[config.mk]
export PLATFORM = sky130hd
export DESIGN_NAME = pwm_decode
export DESIGN_NICKNAME = d
export VERILOG_FILES = /design/src/rtl/pwm_decode.sv
export SDC_FILE = /design/constraint.sdc
export NUM_CORES = 1
export LEC_CHECK = 0
export CAP_MARGIN = 5
export CORE_ASPECT_RATIO = 1.25
export CORE_UTILIZATION = 45
export DETAILED_ROUTE_END_ITERATION = 12
export DONT_BUFFER_PORTS = 1
export SLEW_MARGIN = 20
export SYNTH_ARGS = -nofsm -noshare
export SYNTH_HDL_FRONTEND = slang
export SYNTH_SLANG_ARGS = --single-unit
[constraint.sdc]
create_clock -name clk -period 7.8 [get_ports clk]
set_input_delay 1.56 -clock clk [delete_from_list [all_inputs] [get_ports clk]]
set_output_delay 1.56 -clock clk [all_outputs]
set_load 0.01 [all_outputs]
[src/rtl/pwm_decode.sv]
// PWM decoder: measures period and high time of pwm_in, reports duty as floor(H*256/P) via a
// 9-step restoring divider. Define PWM_DECODE_SYNC_EN for a two-flop synchroniser on pwm_in.
module pwm_decode (
  input  logic        clk,
  input  logic        rst,
  input  logic        pwm_in,
  output logic [7:0]  duty,
  output logic [15:0] period,
  output logic        valid,
  output logic        timeout
);

  typedef enum logic [1:0] {IDLE, MEASURE, DIV} state_t;

  state_t      state_q, state_d;
  logic        s_q, s_dly_q, rise_q, rise_d;
  logic [15:0] per_q, per_d, hi_q, hi_d;
  logic [15:0] p_q, p_d, h_q, h_d;
  logic [15:0] rem_q, rem_d;
  logic [7:0]  quo_q, quo_d;
  logic [3:0]  cnt_q, cnt_d;
  logic [7:0]  duty_q, duty_d;
  logic [15:0] period_q, period_d;
  logic        valid_q, valid_d, timeout_q, timeout_d;

  logic [16:0] trial, diff;
  logic        q_bit;
  logic [8:0]  quo_next;

`ifdef PWM_DECODE_SYNC_EN
  logic meta_q;
  always_ff @(posedge clk or posedge rst) begin
    if (rst) begin
      meta_q <= 1'b0;
      s_q    <= 1'b0;
    end else begin
      meta_q <= pwm_in;
      s_q    <= meta_q;
    end
  end
`else
  always_ff @(posedge clk or posedge rst) begin
    if (rst) s_q <= 1'b0;
    else     s_q <= pwm_in;
  end
`endif

  always_comb rise_d = s_q & ~s_dly_q;

  always_ff @(posedge clk or posedge rst) begin
    if (rst) begin
      s_dly_q <= 1'b0;
      rise_q  <= 1'b0;
    end else begin
      s_dly_q <= s_q;
      rise_q  <= rise_d;
    end
  end

  // First step compares H itself (quotient bit 8); the remaining eight shift first.
  always_comb begin
    trial    = (cnt_q == 4'd0) ? {1'b0, rem_q} : {rem_q, 1'b0};
    diff     = trial - {1'b0, p_q};
    q_bit    = ~diff[16];
    quo_next = {quo_q, q_bit};
  end

  always_comb begin
    state_d   = state_q;
    per_d     = per_q;
    hi_d      = hi_q;
    p_d       = p_q;
    h_d       = h_q;
    rem_d     = rem_q;
    quo_d     = quo_q;
    cnt_d     = cnt_q;
    duty_d    = duty_q;
    period_d  = period_q;
    timeout_d = timeout_q;
    valid_d   = 1'b0;
    unique case (state_q)
      IDLE: begin
        per_d = 16'd0;
        hi_d  = 16'd0;
        if (rise_q) begin
          state_d = MEASURE;
          per_d   = 16'd1;
          hi_d    = 16'd1;
        end
      end
      MEASURE, DIV: begin
        // s_dly_q lines up with rise_q, so hi_cnt covers exactly the high cycles of the period
        per_d = per_q + 16'd1;
        hi_d  = hi_q + {15'd0, s_dly_q};
        if (rise_q) begin
          p_d     = per_q;
          h_d     = hi_q;
          rem_d   = hi_q;
          quo_d   = 8'd0;
          cnt_d   = 4'd0;
          per_d   = 16'd1;
          hi_d    = 16'd1;
          state_d = DIV;
        end else if (state_q == MEASURE && per_q == 16'hFFFF) begin
          valid_d   = 1'b1;
          timeout_d = 1'b1;
          period_d  = 16'hFFFF;
          duty_d    = s_q ? 8'hFF : 8'h00;
          per_d     = 16'd0;
          hi_d      = 16'd0;
          state_d   = IDLE;
        end else if (state_q == DIV) begin
          rem_d = q_bit ? diff[15:0] : trial[15:0];
          quo_d = quo_next[7:0];
          cnt_d = cnt_q + 4'd1;
          if (cnt_q == 4'd8) begin
            valid_d   = 1'b1;
            timeout_d = 1'b0;
            period_d  = p_q;
            duty_d    = quo_next[8] ? 8'hFF : quo_next[7:0];
            state_d   = MEASURE;
          end
        end
      end
      default: state_d = IDLE;
    endcase
  end

  always_ff @(posedge clk or posedge rst) begin
    if (rst) begin
      state_q   <= IDLE;
      per_q     <= 16'd0;
      hi_q      <= 16'd0;
      p_q       <= 16'd0;
      h_q       <= 16'd0;
      rem_q     <= 16'd0;
      quo_q     <= 8'd0;
      cnt_q     <= 4'd0;
      duty_q    <= 8'd0;
      period_q  <= 16'd0;
      valid_q   <= 1'b0;
      timeout_q <= 1'b0;
    end else begin
      state_q   <= state_d;
      per_q     <= per_d;
      hi_q      <= hi_d;
      p_q       <= p_d;
      h_q       <= h_d;
      rem_q     <= rem_d;
      quo_q     <= quo_d;
      cnt_q     <= cnt_d;
      duty_q    <= duty_d;
      period_q  <= period_d;
      valid_q   <= valid_d;
      timeout_q <= timeout_d;
    end
  end

  assign duty    = duty_q;
  assign period  = period_q;
  assign valid   = valid_q;
  assign timeout = timeout_q;

endmodule

==> impl_summary.md <==
Cells and area
The number of nets in the layout is 625. The final cell count without fillers is 764. In the layout the commonest cells are sky130_fd_sc_hd__dfrtp_1 (107), sky130_fd_sc_hd__nand2_1 (85), sky130_fd_sc_hd__nor2_1 (48), sky130_fd_sc_hd__o21ai_0 (45), sky130_fd_sc_hd__inv_1 (27). The library cell used most frequently in the layout, excluding fill and tap cells, is sky130_fd_sc_hd__dfrtp_1. From synthesis to final layout, the design area changed by 7.07%. The final instance area is 6160 sq um. Of the cells placed in the final design, the portion with a size suffix greater than 1 is 0.0751.

Floorplanning
The floorplan step set the die height to 128 microns. The die covers 13200 sq um. During I/O placement, the number of pins put on the boundary was 29. After floorplanning, the core was sized to cover 12300 sq um. The row count is 45. For this configuration, the core starts out at a cell density of 0.467.

Measured along the x axis, the die boundary spans 103 microns.

GRT
The largest net degree at the start of global routing is 67. For this run the aggregate overflow at the end of global routing stands at 0. The global-route usage over all layers is 0.240. The number of global-route vias before repair is 4462.

The initial antenna violation count is 1. The global-route wire length before repair is 23500 microns.

STA
The max-slew violation count is 0. The worst slew margin relative to its limit is 0.350. The final worst-path cycle share is 0.505. The number of hold violations in the final report came to 0.

The final critical-path required period is 3940 ps. The setup clock skew after layout is 5.58 ps. The sum of negative setup slack is 0 ps. The final count of negative-setup-slack endpoints is 0. The actual transition at the worst max-transition pin is 973 ps. Setup repair after global routing left no endpoint under its margin. The achievable clock frequency is 254 MHz.

Worst setup path
The worst setup path is launched from a flip-flop. The signal on the critical path passes through inv_1 > ha_1 > nor3b_2 > buf_4 > mux2_2 > fa_1 > a211oi_1 > o21ai_2 > o2111ai_4 > o211ai_4 > xnor2_2 > a2111oi_0 > a211oi_1. The arrival time at the worst endpoint is 4200 ps. The top fanout value on the critical path is 17. The number of buffers and inverters on the critical path is 2. The cell that appears most often on the critical path is sky130_fd_sc_hd__a211oi_1. Grouping stages by cell kind, the critical path spends the most delay in compound AO/OA/AOI/OAI gates.

The slowest stage cell on the critical path is sky130_fd_sc_hd__xnor2_2. In this design, the stage delay of the slowest critical-path cell is 610 ps. STA classifies the critical path endpoint as a flip-flop.

The kind of critical path is flip-flop to flip-flop. The required time of the critical path is 8060 ps.

Logic synthesis
Dividing the synthesized area by the synthesized cell count gives 9.54 sq um. The synthesized design contains 0 enable-type register cells. The Yosys warning count is 0. The combinational family with the most area after synthesis is compound AO/OA/AOI/OAI gates.

The area of the mapped netlist is 5750 sq um. The number of distinct library cells after synthesis is 55. The register area share after synthesis is 0.465.

The cell count after synthesis is 603. The synthesis-stage register bit count is 107. Among all flip-flop cells after synthesis, the most frequent one is sky130_fd_sc_hd__dfrtp_1. The mux share of post-synthesis cell area is 0.0294. The share of synthesized cell area in and, or, nand and nor gates is 0.163. The share of synthesized flip-flops with an asynchronous set or reset is 1.00.

The number of nets in the synthesized netlist is 633. The adder-cell share of the synthesized area is 0.0600. The post-synthesis xor/xnor area fraction is 0.0578.

The complex-gate fraction of the synthesized area is 0.185.

Place
The number of port buffers is 0. At the end of routability-driven placement, the weighted congestion stood at 0.877. The post-detailed-placement half-perimeter wirelength is 10500 microns.

After detailed placement, the design holds a cell count of 748. The area after detailed placement is 5890 sq um.

Clock network
The CTS tree is yes. The longest clock path from root to sink contains 2 buffers. In this run, CTS created clock tree buffers numbering 9. The post-cts hold buffer count is 0.

The number of H-tree levels is 3. In this run the clock root is driven by a sky130_fd_sc_hd__clkbuf_16. The quantity of gates resized following cts is 0. The tree built by TritonCTS fans out to 107 sinks.

After clock tree synthesis, the clock-pin slew on the worst setup and hold paths is 70 ps. The later pin in the worst-skew pair is clocked with a latency of 350 ps. In this run the post-CTS setup repair buffer count came out at 0.

Detailed routing
In the routed design, unresolved DRC markers number 0. The final layout contains routed wiring with a total length of 14400 microns. The first TritonRoute pass finished after 5 iterations. The detailed-route vias per instance is 5.86.

The count of nets left with antenna violations after detail routing is 0. The wire length per cell after detailed routing is 18.8 microns. The number of DRC markers in iteration 0 is 220. The number of vias after detailed routing is 4478.

Run status
The run finished with clean final reports.

Power and ir drop
The worst ir drop on vdd is 229 uV. The leakage dissipation is 2.69 nW. For this design the ratio of total power to cell area is 373 nW/um^2.

Hold path
The kind of path behind the tightest hold check is flip-flop to flip-flop.

Flow run
The count of maximum capacitance violations is 0.
-- cells in the mapped netlist, types with 2 or more instances --
master	instances	area share
sky130_fd_sc_hd__nand2_1	85	0.055
sky130_fd_sc_hd__and4_1	2	0.0030
sky130_fd_sc_hd__xor2_1	22	0.033
sky130_fd_sc_hd__o22a_1	16	0.024
sky130_fd_sc_hd__o21ai_2	2	0.0030
sky130_fd_sc_hd__xnor2_1	16	0.024
sky130_fd_sc_hd__and2_1	4	0.0043
sky130_fd_sc_hd__o21ai_0	45	0.039
sky130_fd_sc_hd__mux2_2	15	0.029
sky130_fd_sc_hd__dfrtp_1	107	0.47
sky130_fd_sc_hd__and3_1	7	0.0076
sky130_fd_sc_hd__a21o_1	6	0.0078
sky130_fd_sc_hd__o211ai_1	3	0.0039
sky130_fd_sc_hd__buf_2	7	0.0061
sky130_fd_sc_hd__o31ai_1	11	0.014
sky130_fd_sc_hd__a22oi_1	5	0.0065
sky130_fd_sc_hd__nor3_1	11	0.0096
sky130_fd_sc_hd__or3_1	3	0.0033
sky130_fd_sc_hd__a21oi_1	20	0.017
sky130_fd_sc_hd__a22o_1	9	0.014
sky130_fd_sc_hd__nor2_1	48	0.031
sky130_fd_sc_hd__a31oi_1	9	0.0098
sky130_fd_sc_hd__nand3_1	23	0.020
sky130_fd_sc_hd__a211oi_1	3	0.0039
sky130_fd_sc_hd__buf_4	2	0.0026
sky130_fd_sc_hd__inv_1	28	0.018
sky130_fd_sc_hd__clkbuf_1	14	0.0091
sky130_fd_sc_hd__o22ai_1	8	0.0087
sky130_fd_sc_hd__nor2b_1	4	0.0043
sky130_fd_sc_hd__a21boi_0	3	0.0039
sky130_fd_sc_hd__ha_1	26	0.057
sky130_fd_sc_hd__o21a_1	2	0.0026
sky130_fd_sc_hd__nand4_1	10	0.011
sky130_fd_sc_hd__nand2b_1	5	0.0054
sky130_fd_sc_hd__o311ai_0	2	0.0030
-- final cells by class --
class | count | area [sq um]
Inverter | 29 | 111
Timing Repair Buffer | 6 | 45.0
Fill cell | 1149 | 6170
Clock buffer | 12 | 246
Multi-Input combinational cell | 442 | 2860
Sequential cell | 107 | 2680
Clock inverter | 3 | 15.0
Tap cell | 164 | 205
Antenna cell | 1 | 2.50
-- worst paths after layout --
check	from	endpoint	slack [ps]	cells after the start
max in group asynchronous	rst	per_q[1]	5460	2
hold reg to reg	s_q	s_dly_q	410	0
setup reg to reg	cnt_q[0]	rem_q[1]	3860	13
min in group asynchronous	rst	p_q[2]	1120	1
setup / recovery	cnt_q[0]	rem_q[1]	3860	13
hold / removal	s_q	s_dly_q	410	0
-- flip-flops by register name, indices dropped and copies added, names as in the netlist, 2 cells and up --
name     count
period      16
hi_q        16
rem_q       16
per_q       16
duty         8
p_q         16
state_q      2
cnt_q        4
quo_q        8
-- per-layer routing --
layer / GRT usage / share of wire
met1: 0.300 / 0.43
met2: 0.385 / 0.49
met3: 0.0521 / 0.042
met4: 0.129 / 0.043
met5: 0 / 0
-- per-stage QoR --
step | hold WS [ps] | util | power [mW] | setup WS [ps]
5_1_grt | 428 | 0.499 | 2.47 | 3500
4_1_cts | 419 | 0.499 | 2.30 | 3460
6_report | 409 | 0.500 | 2.30 | 3860
3_3_place_gp | 383 | 0.478 | 1.87 | 3600
3_5_place_dp | 396 | 0.478 | 1.88 | 3470
2_1_floorplan | 367 | - | 1.60 | 3420
-- power breakdown --
| group | internal, mW | total (mW) | switching (mW) |
|---|---|---|---|
| Clock | 0.222 | 0.419 | 0.196 |
| Combinational | 0.453 | 1.20 | 0.744 |
| Sequential | 0.619 | 0.682 | 0.0633 |
-- worst reg2reg max path, delay by kind of cell (launching register included) --
family,cells,cell delay [ps]
flip-flops,1,420
buffers and inverters,2,330
multiplexers,1,400
XOR/XNOR,1,610
AO/OA/AOI/OAI,6,1290
AND/OR/NAND/NOR,1,170
adder cells (fa/ha/maj),2,630
-- logic make-up (layout without fill, tap and decap cells) --
logic type | after synthesis | after routing
AOI/OAI and AO/OA | 155 | 155
xor gates and xnor gates | 38 | 38
adders and majority gates | 27 | 27
buffers and inverters | 54 | 50
DFF | 107 | 107
muxes | 15 | 15
other | 0 | 1
and+or+nand+nor | 207 | 207
(Power assumes the default switching activity.)
